[src/rtl/rdback_collector_pkg.sv]
// Shared constants and serializer state encoding for the read-back collector.
package rdback_collector_pkg;

  localparam int RDBACK_BURST_W   = 512;
  localparam int RDBACK_OUT_W     = 32;
  localparam int RDBACK_TAG_DEPTH = 16;
  localparam int RDBACK_TIMEOUT   = 1023;

  typedef enum logic [1:0] {
    SER_IDLE = 2'd0,
    SER_LOAD = 2'd1,
    SER_SEND = 2'd2
  } ser_state_t;

endpackage

[src/rtl/rdback_collector_if.sv]
// Dispatcher/PHY inputs, host word stream and status of the read-back collector.
interface rdback_collector_if #(
  parameter int BURST_W = 512,
  parameter int OUT_W   = 32,
  parameter int CNT_W   = 5
);
  logic               rd_issue;
  logic               rd_issue_pr;
  logic               dfi_rddata_valid;
  logic [BURST_W-1:0] dfi_rddata;
  logic               out_valid;
  logic               out_ready;
  logic [OUT_W-1:0]   out_data;
  logic               out_last;
  logic               pr_done;
  logic [CNT_W-1:0]   pending_cnt;
  logic               err_tag_ovf;
  logic               err_unexp;
  logic               err_overrun;
  logic               err_timeout;

  modport slave (
    input  rd_issue, rd_issue_pr, dfi_rddata_valid, dfi_rddata, out_ready,
    output out_valid, out_data, out_last, pr_done, pending_cnt,
    output err_tag_ovf, err_unexp, err_overrun, err_timeout
  );

  modport master (
    output rd_issue, rd_issue_pr, dfi_rddata_valid, dfi_rddata, out_ready,
    input  out_valid, out_data, out_last, pr_done, pending_cnt,
    input  err_tag_ovf, err_unexp, err_overrun, err_timeout
  );
endinterface

[src/rtl/rdback_tag_fifo.sv]
// 1-bit outstanding-read tag FIFO; push+pop on an empty FIFO passes the pushed tag straight to head.
module rdback_tag_fifo #(
  parameter int DEPTH = 16,
  localparam int AW   = $clog2(DEPTH)
) (
  input  logic        clk,
  input  logic        rst,
  input  logic        push,
  input  logic        push_dat,
  input  logic        pop,
  output logic        head_dat,
  output logic        full,
  output logic        empty,
  output logic [AW:0] count
);
  logic [DEPTH-1:0] mem_q, mem_d;
  logic [AW-1:0]    wr_ptr_q, wr_ptr_d, rd_ptr_q, rd_ptr_d;
  logic [AW:0]      count_q, count_d;
  logic             do_push, do_pop, bypass;

  assign full     = (count_q == (AW+1)'(DEPTH));
  assign empty    = (count_q == '0);
  assign count    = count_q;
  assign head_dat = empty ? push_dat : mem_q[rd_ptr_q];

  always_comb begin
    mem_d    = mem_q;
    wr_ptr_d = wr_ptr_q;
    rd_ptr_d = rd_ptr_q;
    count_d  = count_q;
    do_push  = push & (~full | pop);
    do_pop   = pop & (~empty | push);
    bypass   = do_push & do_pop & empty;
    if (do_push && !bypass) begin
      mem_d[wr_ptr_q] = push_dat;
      wr_ptr_d        = wr_ptr_q + AW'(1);
    end
    if (do_pop && !bypass) rd_ptr_d = rd_ptr_q + AW'(1);
    if (do_push && !do_pop) count_d = count_q + (AW+1)'(1);
    else if (do_pop && !do_push) count_d = count_q - (AW+1)'(1);
  end

  always_ff @(posedge clk) begin
    if (rst) begin
      mem_q    <= '0;
      wr_ptr_q <= '0;
      rd_ptr_q <= '0;
      count_q  <= '0;
    end else begin
      mem_q    <= mem_d;
      wr_ptr_q <= wr_ptr_d;
      rd_ptr_q <= rd_ptr_d;
      count_q  <= count_d;
    end
  end
endmodule

[src/rtl/rdback_collector.sv]
// Pairs read tags with DFI bursts, sinks periodic reads, ping-pong buffers host bursts and serializes them.
// Optional RDBACK_TIMEOUT_EN adds an age counter that retires a stale head tag.
module rdback_collector
  import rdback_collector_pkg::*;
#(
  parameter int BURST_W        = RDBACK_BURST_W,
  parameter int OUT_W          = RDBACK_OUT_W,
  parameter int TAG_DEPTH      = RDBACK_TAG_DEPTH,
  parameter int TIMEOUT_CYCLES = RDBACK_TIMEOUT
) (
  input logic               clk,
  input logic               rst,
  rdback_collector_if.slave bus
);
  localparam int WORDS = BURST_W / OUT_W;
  localparam int IDX_W = $clog2(WORDS);
  localparam int CNT_W = $clog2(TAG_DEPTH) + 1;

  logic             tag_full, tag_empty, tag_head, tag_pop;
  logic [CNT_W-1:0] tag_cnt;
  logic             data_pop, to_pop, host_arrive, pr_arrive, wr_free, buf_wr, load;

  logic [BURST_W-1:0] buf_q [2];
  logic [BURST_W-1:0] buf_d [2];
  logic [1:0]         buf_full_q, buf_full_d;
  logic               wr_ptr_q, wr_ptr_d, rd_ptr_q, rd_ptr_d;
  ser_state_t         state_q, state_d;
  logic [BURST_W-1:0] shift_q, shift_d;
  logic [IDX_W-1:0]   idx_q, idx_d;
  logic               out_valid_q, out_valid_d, pr_done_q, pr_done_d;
  logic               ovf_q, ovf_d, unexp_q, unexp_d, overrun_q, overrun_d;

  rdback_tag_fifo #(.DEPTH(TAG_DEPTH)) u_tag_fifo (
    .clk      (clk),
    .rst      (rst),
    .push     (bus.rd_issue),
    .push_dat (bus.rd_issue_pr),
    .pop      (tag_pop),
    .head_dat (tag_head),
    .full     (tag_full),
    .empty    (tag_empty),
    .count    (tag_cnt)
  );

  // Arriving data owns the head tag; a timeout only retires it when no burst shows up that cycle.
  assign data_pop    = bus.dfi_rddata_valid & (~tag_empty | bus.rd_issue);
  assign tag_pop     = data_pop | to_pop;
  assign host_arrive = data_pop & ~tag_head;
  assign pr_arrive   = data_pop & tag_head;
  assign load        = (state_q == SER_LOAD);
  assign wr_free     = ~buf_full_q[wr_ptr_q] | (load & (rd_ptr_q == wr_ptr_q));
  assign buf_wr      = host_arrive & wr_free;

`ifdef RDBACK_TIMEOUT_EN
  logic [9:0] age_q, age_d;
  logic       err_timeout_q, err_timeout_d;

  assign to_pop = ~tag_empty & ~bus.dfi_rddata_valid & (age_q == 10'(TIMEOUT_CYCLES));

  always_comb begin
    age_d         = (tag_pop || tag_empty) ? 10'd0 : age_q + 10'd1;
    err_timeout_d = err_timeout_q | to_pop;
  end

  always_ff @(posedge clk) begin
    if (rst) begin
      age_q         <= '0;
      err_timeout_q <= 1'b0;
    end else begin
      age_q         <= age_d;
      err_timeout_q <= err_timeout_d;
    end
  end

  assign bus.err_timeout = err_timeout_q;
`else
  logic unused_timeout;
  assign unused_timeout  = ^TIMEOUT_CYCLES;
  assign to_pop          = 1'b0;
  assign bus.err_timeout = 1'b0;
`endif

  always_comb begin
    buf_d      = buf_q;
    buf_full_d = buf_full_q;
    wr_ptr_d   = wr_ptr_q;
    if (load) buf_full_d[rd_ptr_q] = 1'b0;
    if (buf_wr) begin
      buf_d[wr_ptr_q]      = bus.dfi_rddata;
      buf_full_d[wr_ptr_q] = 1'b1;
      wr_ptr_d             = ~wr_ptr_q;
    end
    pr_done_d = pr_arrive;
    ovf_d     = ovf_q | (bus.rd_issue & tag_full & ~tag_pop);
    unexp_d   = unexp_q | (bus.dfi_rddata_valid & ~data_pop);
    overrun_d = overrun_q | (host_arrive & ~wr_free);
  end

  always_comb begin
    state_d     = state_q;
    shift_d     = shift_q;
    idx_d       = idx_q;
    out_valid_d = out_valid_q;
    rd_ptr_d    = rd_ptr_q;
    case (state_q)
      SER_IDLE: if (|buf_full_d) state_d = SER_LOAD;
      SER_LOAD: begin
        shift_d     = buf_q[rd_ptr_q];
        idx_d       = '0;
        out_valid_d = 1'b1;
        rd_ptr_d    = ~rd_ptr_q;
        state_d     = SER_SEND;
      end
      SER_SEND: begin
        if (out_valid_q && bus.out_ready) begin
          if (idx_q == IDX_W'(WORDS - 1)) begin
            out_valid_d = 1'b0;
            state_d     = (|buf_full_d) ? SER_LOAD : SER_IDLE;
          end else begin
            shift_d = shift_q >> OUT_W;
            idx_d   = idx_q + IDX_W'(1);
          end
        end
      end
      default: state_d = SER_IDLE;
    endcase
  end

  always_ff @(posedge clk) begin
    if (rst) begin
      for (int i = 0; i < 2; i++) buf_q[i] <= '0;
      buf_full_q  <= '0;
      wr_ptr_q    <= 1'b0;
      rd_ptr_q    <= 1'b0;
      state_q     <= SER_IDLE;
      shift_q     <= '0;
      idx_q       <= '0;
      out_valid_q <= 1'b0;
      pr_done_q   <= 1'b0;
      ovf_q       <= 1'b0;
      unexp_q     <= 1'b0;
      overrun_q   <= 1'b0;
    end else begin
      buf_q       <= buf_d;
      buf_full_q  <= buf_full_d;
      wr_ptr_q    <= wr_ptr_d;
      rd_ptr_q    <= rd_ptr_d;
      state_q     <= state_d;
      shift_q     <= shift_d;
      idx_q       <= idx_d;
      out_valid_q <= out_valid_d;
      pr_done_q   <= pr_done_d;
      ovf_q       <= ovf_d;
      unexp_q     <= unexp_d;
      overrun_q   <= overrun_d;
    end
  end

  assign bus.out_valid   = out_valid_q;
  assign bus.out_data    = shift_q[OUT_W-1:0];
  assign bus.out_last    = out_valid_q & (idx_q == IDX_W'(WORDS - 1));
  assign bus.pr_done     = pr_done_q;
  assign bus.pending_cnt = tag_cnt;
  assign bus.err_tag_ovf = ovf_q;
  assign bus.err_unexp   = unexp_q;
  assign bus.err_overrun = overrun_q;
endmodule

[src/flat_wrapper.sv]
// flat-port wrapper written by rule: the top's interface ports become plain ports
module rdback_collector_flat import rdback_collector_pkg::*;
#(
  parameter int BURST_W        = RDBACK_BURST_W,
  parameter int OUT_W          = RDBACK_OUT_W,
  parameter int TAG_DEPTH      = RDBACK_TAG_DEPTH,
  parameter int TIMEOUT_CYCLES = RDBACK_TIMEOUT
)
  (clk, rst, bus_rd_issue, bus_rd_issue_pr, bus_dfi_rddata_valid, bus_dfi_rddata, bus_out_ready, bus_out_valid, bus_out_data, bus_out_last, bus_pr_done, bus_pending_cnt, bus_err_tag_ovf, bus_err_unexp, bus_err_overrun, bus_err_timeout);
  rdback_collector_if #(.BURST_W(BURST_W), .OUT_W(OUT_W), .CNT_W(5)) bus_i ();
  input logic clk;
  input logic rst;
  input wire logic [$bits(bus_i.rd_issue)-1:0] bus_rd_issue;
  input wire logic [$bits(bus_i.rd_issue_pr)-1:0] bus_rd_issue_pr;
  input wire logic [$bits(bus_i.dfi_rddata_valid)-1:0] bus_dfi_rddata_valid;
  input wire logic [$bits(bus_i.dfi_rddata)-1:0] bus_dfi_rddata;
  input wire logic [$bits(bus_i.out_ready)-1:0] bus_out_ready;
  output wire logic [$bits(bus_i.out_valid)-1:0] bus_out_valid;
  output wire logic [$bits(bus_i.out_data)-1:0] bus_out_data;
  output wire logic [$bits(bus_i.out_last)-1:0] bus_out_last;
  output wire logic [$bits(bus_i.pr_done)-1:0] bus_pr_done;
  output wire logic [$bits(bus_i.pending_cnt)-1:0] bus_pending_cnt;
  output wire logic [$bits(bus_i.err_tag_ovf)-1:0] bus_err_tag_ovf;
  output wire logic [$bits(bus_i.err_unexp)-1:0] bus_err_unexp;
  output wire logic [$bits(bus_i.err_overrun)-1:0] bus_err_overrun;
  output wire logic [$bits(bus_i.err_timeout)-1:0] bus_err_timeout;
  assign bus_i.rd_issue = bus_rd_issue;
  assign bus_i.rd_issue_pr = bus_rd_issue_pr;
  assign bus_i.dfi_rddata_valid = bus_dfi_rddata_valid;
  assign bus_i.dfi_rddata = bus_dfi_rddata;
  assign bus_i.out_ready = bus_out_ready;
  assign bus_out_valid = bus_i.out_valid;
  assign bus_out_data = bus_i.out_data;
  assign bus_out_last = bus_i.out_last;
  assign bus_pr_done = bus_i.pr_done;
  assign bus_pending_cnt = bus_i.pending_cnt;
  assign bus_err_tag_ovf = bus_i.err_tag_ovf;
  assign bus_err_unexp = bus_i.err_unexp;
  assign bus_err_overrun = bus_i.err_overrun;
  assign bus_err_timeout = bus_i.err_timeout;
  rdback_collector #(.BURST_W(BURST_W), .OUT_W(OUT_W), .TAG_DEPTH(TAG_DEPTH), .TIMEOUT_CYCLES(TIMEOUT_CYCLES)) u_core (.clk(clk), .rst(rst), .bus(bus_i));
endmodule
[config.mk]
export PLATFORM = sky130hd
export DESIGN_NAME = rdback_collector_flat
export DESIGN_NICKNAME = d
export VERILOG_FILES = /design/src/rtl/rdback_collector_pkg.sv /design/src/rtl/rdback_collector_if.sv /design/src/rtl/rdback_tag_fifo.sv /design/src/rtl/rdback_collector.sv /design/src/flat_wrapper.sv
export SDC_FILE = /design/constraint.sdc
export NUM_CORES = 2
export LEC_CHECK = 0
export ABC_AREA = 1
export BUFFER_PORTS_ARGS = -buffer_cell sky130_fd_sc_hd__buf_2
export CAP_MARGIN = 30
export CELL_PAD_IN_SITES_DETAIL_PLACEMENT = 1
export CELL_PAD_IN_SITES_GLOBAL_PLACEMENT = 1
export CORE_MARGIN = 2
export CORE_UTILIZATION = 46
export CTS_CLUSTER_SIZE = 28
export DETAILED_ROUTE_END_ITERATION = 8
export PLACE_DENSITY_LB_ADDON = 0.05
export SLEW_MARGIN = 20
export SYNTH_ARGS = -nofsm -noshare
export SYNTH_HDL_FRONTEND = slang
export SYNTH_SLANG_ARGS = --single-unit
[constraint.sdc]
create_clock -name clk -period 4.1 [get_ports clk]
set_input_delay 1.025 -clock clk [delete_from_list [all_inputs] [get_ports clk]]
set_output_delay 1.025 -clock clk [all_outputs]
set_load 0.01 [all_outputs]
======== After elaboration in Yosys (flattened, before gate mapping) ========
Cells that the tools add are included.
W data, S select, Z words.
cells by class
  eq/ne operators ......................... 9
  bitwise gates (word level) .............. 33
  multiplexer cells ....................... 36
  reductions and logical operators ........ 20
  order comparisons ....................... 10
  add/subtract/negate cells ............... 5
operator list
  operator               number
  $mux W512              6
  $bwmux W1024           1
  $pmux W512 S2          1
  $demux W512 S1         1
  $bwmux W16             1
  $and A1 B1 Y1          14
  $add A4 B1 Y4 const B  3
  $lt A4 B5 Y1 const B   2
  $mux W1                10
  $mux W2                5
  $mux W5                2
  $logic_and A1 B1 Y1    9
  $reduce_and A3 Y1      3
  $mux W4                2
  $not A1 Y1             8
  $pmux W4 S2            1
  $ne A2 B1 Y1 const B   3
  $or A1 B1 Y1           6
  $pmux W2 S3            1
  $add A5 B1 Y5 const B  1
  $eq A5 B5 Y1 const B   1
  $logic_not A5 Y1       1
  $sub A5 B1 Y5 const B  1
  $bmux W1 S4            1
  21 further kinds       29
word-level totals
  logic and storage cells ................. 130
  flip-flop bits (word level) ............. 1,580
  input port bits ......................... 518

======== Longest topological paths before layout ========
  depth after elaboration ................. 14
  mapped depth ............................ 15
  gate-level depth less buffers ........... 15

======== Hierarchy ========
Synthesis repeated with hierarchy kept, for this count alone.
unflattened totals
  cells, all modules ...................... 10,507
  area, all modules ....................... 70,288.7 um^2
modules (own cells, without submodules)
  module            times used  cells each  area an instance (um^2)
  rdback_collector  1           10,220      68,438.1
  rdback_tag_fifo   1           287         1,850.5

======== Worst setup path after synthesis ========
Ideal clock, no wire load.
  path kind ............................... input -> register
  start ................................... input port bus_rd_issue
  end ..................................... register u_core.u_tag_fifo.count_q[4] (netlist: u_core.u_tag_fifo.count[4])
  arrival time ............................ 2,716 ps
  stages .................................. 13
  slack ................................... 1,265 ps
  cells stage by stage .................... inv_1 > a21boi_1 > inv_1 > ha_1 > inv_1 > ha_1 > a21o_1 > a21oi_1 > nor2_1 > nor2_1 > nand2_1 > o21ai_0 > a21oi_1
on the way
  longest elaborated chain between the ends .. 7
  elaborated cells between the ends (all ways) .. 11
  classes of those cells .................. mux: 1; bitwise: 5; reduce/logical: 5
ends and longest elaborated chain
  element                              line                                           source
  from (decl)                          flat_wrapper.sv:13                             input wire logic [$bits(bus_i.rd_issue)-1:0] bus_rd_issue;
  $or A1 B1 Y1                         rdback_tag_fifo.sv:32, rdback_collector.sv:46
  $and A1 B1 Y1                        rdback_collector.sv:46                         assign data_pop = bus.dfi_rddata_valid & (~tag_empty | bus.rd_issue);
  $or A1 B1 Y1                         rdback_tag_fifo.sv:31                          do_push = push & (~full | pop);
  $and A1 B1 Y1                        rdback_tag_fifo.sv:31
  $logic_not A1 Y1                     rdback_tag_fifo.sv:40                          else if (do_pop && !do_push) count_d = count_q - (AW+1)'(1);
  $logic_and A1 B1 Y1                  rdback_tag_fifo.sv:40
  $reduce_bool A2 Y1 (no source line)  n/a
  to (signal assigned)                 rdback_tag_fifo.sv:53                          count_q <= count_d;
  to (decl)                            rdback_tag_fifo.sv:18                          logic [AW:0] count_q, count_d;
Several ways; a longest one is shown, not always the timed one.
A chain may end at the register's enable or synchronous reset.

======== Final worst setup path ========
  start ................................... register u_core.rd_ptr_q
  end ..................................... register u_core.buf_q[266] in the netlist's numbering
on the way
  longest elaborated chain between the ends .. 4
ends and longest elaborated chain
  element                 line                     source
  from (decl)             rdback_collector.sv:26   logic wr_ptr_q, wr_ptr_d, rd_ptr_q, rd_ptr_d;
  from (signal assigned)  rdback_collector.sv:147  rd_ptr_q <= rd_ptr_d;
  $eq A1 B1 Y1            rdback_collector.sv:51   assign wr_free = ~buf_full_q[wr_ptr_q] | (load & (rd_ptr_q == wr_ptr_q));
  $and A1 B1 Y1           rdback_collector.sv:51
  $or A1 B1 Y1            rdback_collector.sv:51
  $and A1 B1 Y1           rdback_collector.sv:52   assign buf_wr = host_arrive & wr_free;
  to (signal assigned)    rdback_collector.sv:144  buf_q <= buf_d;
  to (decl)               rdback_collector.sv:23   logic [BURST_W-1:0] buf_q [2];
Every way passes these cells.

==> results <==
- The clock period minus final worst setup slack is 3.064 ns.
- The post-route antenna net violation count is 0.
- The clock tree from TritonCTS is yes.
- The count of distinct cell types in the synthesized netlist is 32.
- The highest achievable clock rate is 326.3 MHz.
- The first routing iteration left 3922 violations.
- The most prevalent standard cell on the critical path is sky130_fd_sc_hd__buf_12.
- Post-CTS timing repair inserted 0 buffers for setup.
- The first global-routing pass estimated 358500 µm of wire.
- The post-synthesis area per instance is 6.715 µm².
- The number of antenna violations at the first check in global routing came to 77.
- The part of the cycle the worst path needs is 0.7474.
- The CTS H-tree depth is 4.
- The largest individual stage delay along the critical path comes from the cell sky130_fd_sc_hd__dfxtp_4.
- In this run the critical register-to-register path is launched from u_core.rd_ptr_q.
- Traced cell by cell, the critical path runs through inv_2 > o21ai_0 > and2_1 > nand4_1 > buf_12 > buf_12 > buf_12 > nand2_1 > nand2_1 > nor2_1.
- The path category of the worst min-delay check is in -> reg.
- The area growth from synthesis to layout is 13.72%.
- The starting utilization of the core area is 0.4624.
- Measured along the y axis, the die boundary spans 391.6 µm.
- After layout, the design draws a total of 61.87 mW.
- Registers take 0.03163 mm².
- The final RePlAce weighted congestion is ~0.83.
- Yosys attributes the largest share of cell area to sky130_fd_sc_hd__dfxtp_1 46%, sky130_fd_sc_hd__nand2_1 14%, sky130_fd_sc_hd__nor2_1 12%.
- The cell type with the highest aggregate area in the netlist is sky130_fd_sc_hd__dfxtp_1.
- The DRC violation count after routing is 0.
- The floorplan has 142 rows.
- The kind of start point of the critical path is a flop.
- The number of instances in the synthesized netlist is just over 10000.
- The warning count from the yosys run is 0.
- Across every metal layer, demand over resource in global routing totals 0.2935.
- In this run the static leakage power is roughly 37 nW.
- For the pin with the worst max-slew slack, the measured transition is 1.097 ns.
- STA puts the critical path data arrival time at roughly 3.8 ns.
- The floorplan step set the die width to 391.6 µm.
- The die covers 0.1533 mm².
- The average wire length per cell after detail routing is 18.27 µm.
- Clock latency on the worst-skew pair, taken at its later pin, is 0.82 ns.
- The layout cell share with drive strength beyond 1 is 0.09395.
- The largest fanout on the critical path is 88.
- The relative max-transition margin is 0.2688.
- After legalization and detailed placement, the total HPWL measured 154700 µm.
- The flow ran to the end, and the final reports show no timing, DRC or antenna violations.
- Across the routed clock network, the largest skew measured is 0.03378 ns.
- The worst register-to-register path ends at u_core.buf_q[266].
- Summed over all layers, the global routing overflow is 0.
- The register bit total from synthesis is 1580.
- For the final routed database, the setup TNS stands at 0 ns.
- Counting along the longest clock path gives a buffer depth of 3.
- The root buffer cell chosen for the clock tree is sky130_fd_sc_hd__clkbuf_16.
- The number of iterations in the first detailed-routing pass is 5.
- The worst setup path category is reg -> reg.
- The count of instances resized after the clock tree is built is 0.
- After clock tree synthesis, the clock-pin slew on the worst setup and hold paths is 0.06 ns.
- The tool flagged a number of max-cap violations equal to 0.
- The launch point of the worst hold path is bus_dfi_rddata[342].
- Buffers placed on the I/O ports in this run total 560.
- The count of fill cells added during filler insertion is 19593.
- The worst stage delay on the critical path is 0.57 ns.
- The TritonCTS buffer count is between 150 and 200.
- The hold violation count in the final report came to 0.
- The required arrival time at the worst endpoint is 4.84 ns.
- Setup violations remaining at the end of the flow were counted as 0.
- Entering global routing, the biggest net connects 253 pins.
- The net count after synthesis is around 11000.
- STA classifies the critical path endpoint as a flop.
- The area of the multi-input gates is 0.02977 mm².
- The final number of max-transition violations is 0.
- In this run the count of I/O pins placed on the die edge is about 560.
- In this run, synthesis inferred 0 flip-flops with an integrated enable.
- The core footprint is 0.1494 mm².
- Setup repair after global routing left no endpoint under its margin.
- The worst-case IR drop observed on VDD is 0.0004368 V.
- The final net count is approximately 11000.
- After synthesis the cells add up to slightly below 0.07 mm².
- Across all register-to-register paths, the minimum setup slack is 1.04 ns.
- The most used flip-flop cell after synthesis is sky130_fd_sc_hd__dfxtp_1.
- The power density of the placed cells is 787.4 mW/mm².
- Dividing the detail-routed via count by the number of cells gives 5.175.
- Of the synthesized area, sequential elements account for 0.4578.
- Hold repair after CTS inserted 0 buffers.
- In the synthesized netlist the async set-or-reset flop fraction comes to 0.
- The tree built by TritonCTS fans out to around 1600 sinks.
- Summing over every cut layer, the via total after detailed routing is 65018.
- The end point of the worst hold path is u_core.buf_q[854].
- The hold-critical path depth is 3.
- Summed over all layers, the routed wires come to 229600 µm.
- The area fraction of the dominant cell type after synthesis is 0.4578.
- The path depth of the worst reg2reg path is 10.
- The via count of the first global-routing pass was ~65000.
[cell usage in the layout (no fill, tap or decap), drive strengths merged, types with 2 or more instances in the layout]
cell type | netlist | final
a21boi | 2 | 2
a211oi | 5 | 5
diode | 0 | 21
ha | 10 | 10
clkinvlp | 0 | 5
nor3 | 3 | 3
o211ai | 480 | 480
inv | 1076 | 1084
dfxtp | 1580 | 1580
clkinv | 1 | 38
a21oi | 557 | 557
o21ai | 1051 | 1051
clkbuf | 405 | 265
bufinv | 0 | 5
nand2 | 2585 | 2585
nor2 | 2125 | 2125
a31oi | 2 | 2
nand3 | 23 | 23
buf | 370 | 693
nand4 | 5 | 5
[critical path, delay by kind of cell (launching register included)]
family,cells,cell delay (ns)
buffers and inverters,4,0.89
flip-flops,1,0.57
AND/OR/NAND/NOR,5,0.82
AO/OA/AOI/OAI,1,0.56
[cells by family after synthesis]
group,Yosys count,synth area share
simple gates,4744,0.2585
compound gates,2099,0.1698
buf+inv,1852,0.1115
flops,1580,0.4578
fa+ha+maj,11,0.002101
xor+xnor,2,0.0002536
other cells,1,0.00005428
[layout make-up]
type                       count  share of cell area
tap                         2016             0.03210
antenna                       21           0.0006688
multi-input combinational   6857              0.3789
timing repair buffer         693             0.05950
sequential                  1580              0.4026
clock inverter                55            0.006450
clock buffer                 265             0.06813
inverter                    1077             0.05168
[worst max path at each step]
| stage | from | slack, ns | to |
|---|---|---|---|
| 2_1_floorplan | bus_rd_issue | 1.26 | u_core.u_tag_fifo.count[4] |
| 3_3_place_gp | bus_rd_issue | 0.87 | u_core.u_tag_fifo.count[4] |
| 3_5_place_dp | bus_rd_issue | 0.84 | u_core.u_tag_fifo.count[4] |
| 4_1_cts | u_core.rd_ptr_q | 1.08 | u_core.buf_q[263] |
| 5_1_grt | u_core.rd_ptr_q | 0.91 | u_core.buf_q[262] |
| 6_report | u_core.rd_ptr_q | 1.04 | u_core.buf_q[266] |
[cells in the mapped netlist, types with 14 or more instances]
cell and instances:
sky130_fd_sc_hd__inv_1 1074, sky130_fd_sc_hd__buf_2 287, sky130_fd_sc_hd__buf_1 14, sky130_fd_sc_hd__dfxtp_1 1580, sky130_fd_sc_hd__buf_4 34, sky130_fd_sc_hd__o21ai_0 1051, sky130_fd_sc_hd__nand2_1 2585, sky130_fd_sc_hd__a21oi_1 557
sky130_fd_sc_hd__clkbuf_1 405, sky130_fd_sc_hd__buf_6 35, sky130_fd_sc_hd__nor2_1 2125, sky130_fd_sc_hd__o211ai_1 480, sky130_fd_sc_hd__nand3_1 23
[metal layers]
metal	share of wire	global-route usage	up-vias
met5	0.0017	0	-
li1	-	-	32182
met4	0.034	0.1039	64
met3	0.051	0.05170	435
met2	0.48	0.4960	1128
met1	0.44	0.3749	31209
[per-stage QoR]
stage	std cells	setup slack, ns	area (µm²)	hold WS, ns	util
after floorplan	10289	1.265	69090	0.4160	-
after global placement	12219	0.8657	72570	0.4295	0.4857
after detailed placement	12219	0.8372	72570	0.4429	0.4857
after CTS	12539	1.076	78430	0.3991	0.5249
after global routing	12554	0.9075	78540	0.4318	0.5257
final	12564	1.036	78570	0.4501	0.5258
[power breakdown]
part	internal [mW]	switching (mW)
registers	20.6	2.74
logic	7.20	15.3
clock network	9.32	6.64
total	37.2	24.7
[flip-flops by register name (all words and copies together) (netlist names)]
| signal | flops |
|---|---|
| u_core.bus.err_overrun | 1 |
| u_core.shift_q | 512 |
| u_core.u_tag_fifo.wr_ptr_q | 4 |
| u_core.u_tag_fifo.count | 5 |
| u_core.bus.err_unexp | 1 |
| u_core.bus.pr_done | 1 |
| u_core.buf_full_q | 2 |
| u_core.u_tag_fifo.rd_ptr_q | 4 |
| u_core.bus.out_valid | 1 |
| u_core.state_q | 2 |
| u_core.rd_ptr_q | 1 |
| u_core.u_tag_fifo.mem_q | 16 |
| u_core.idx_q | 4 |
| u_core.wr_ptr_q | 1 |
| u_core.bus.err_tag_ovf | 1 |
| u_core.buf_q | 1024 |
(Power assumes the default switching activity.)
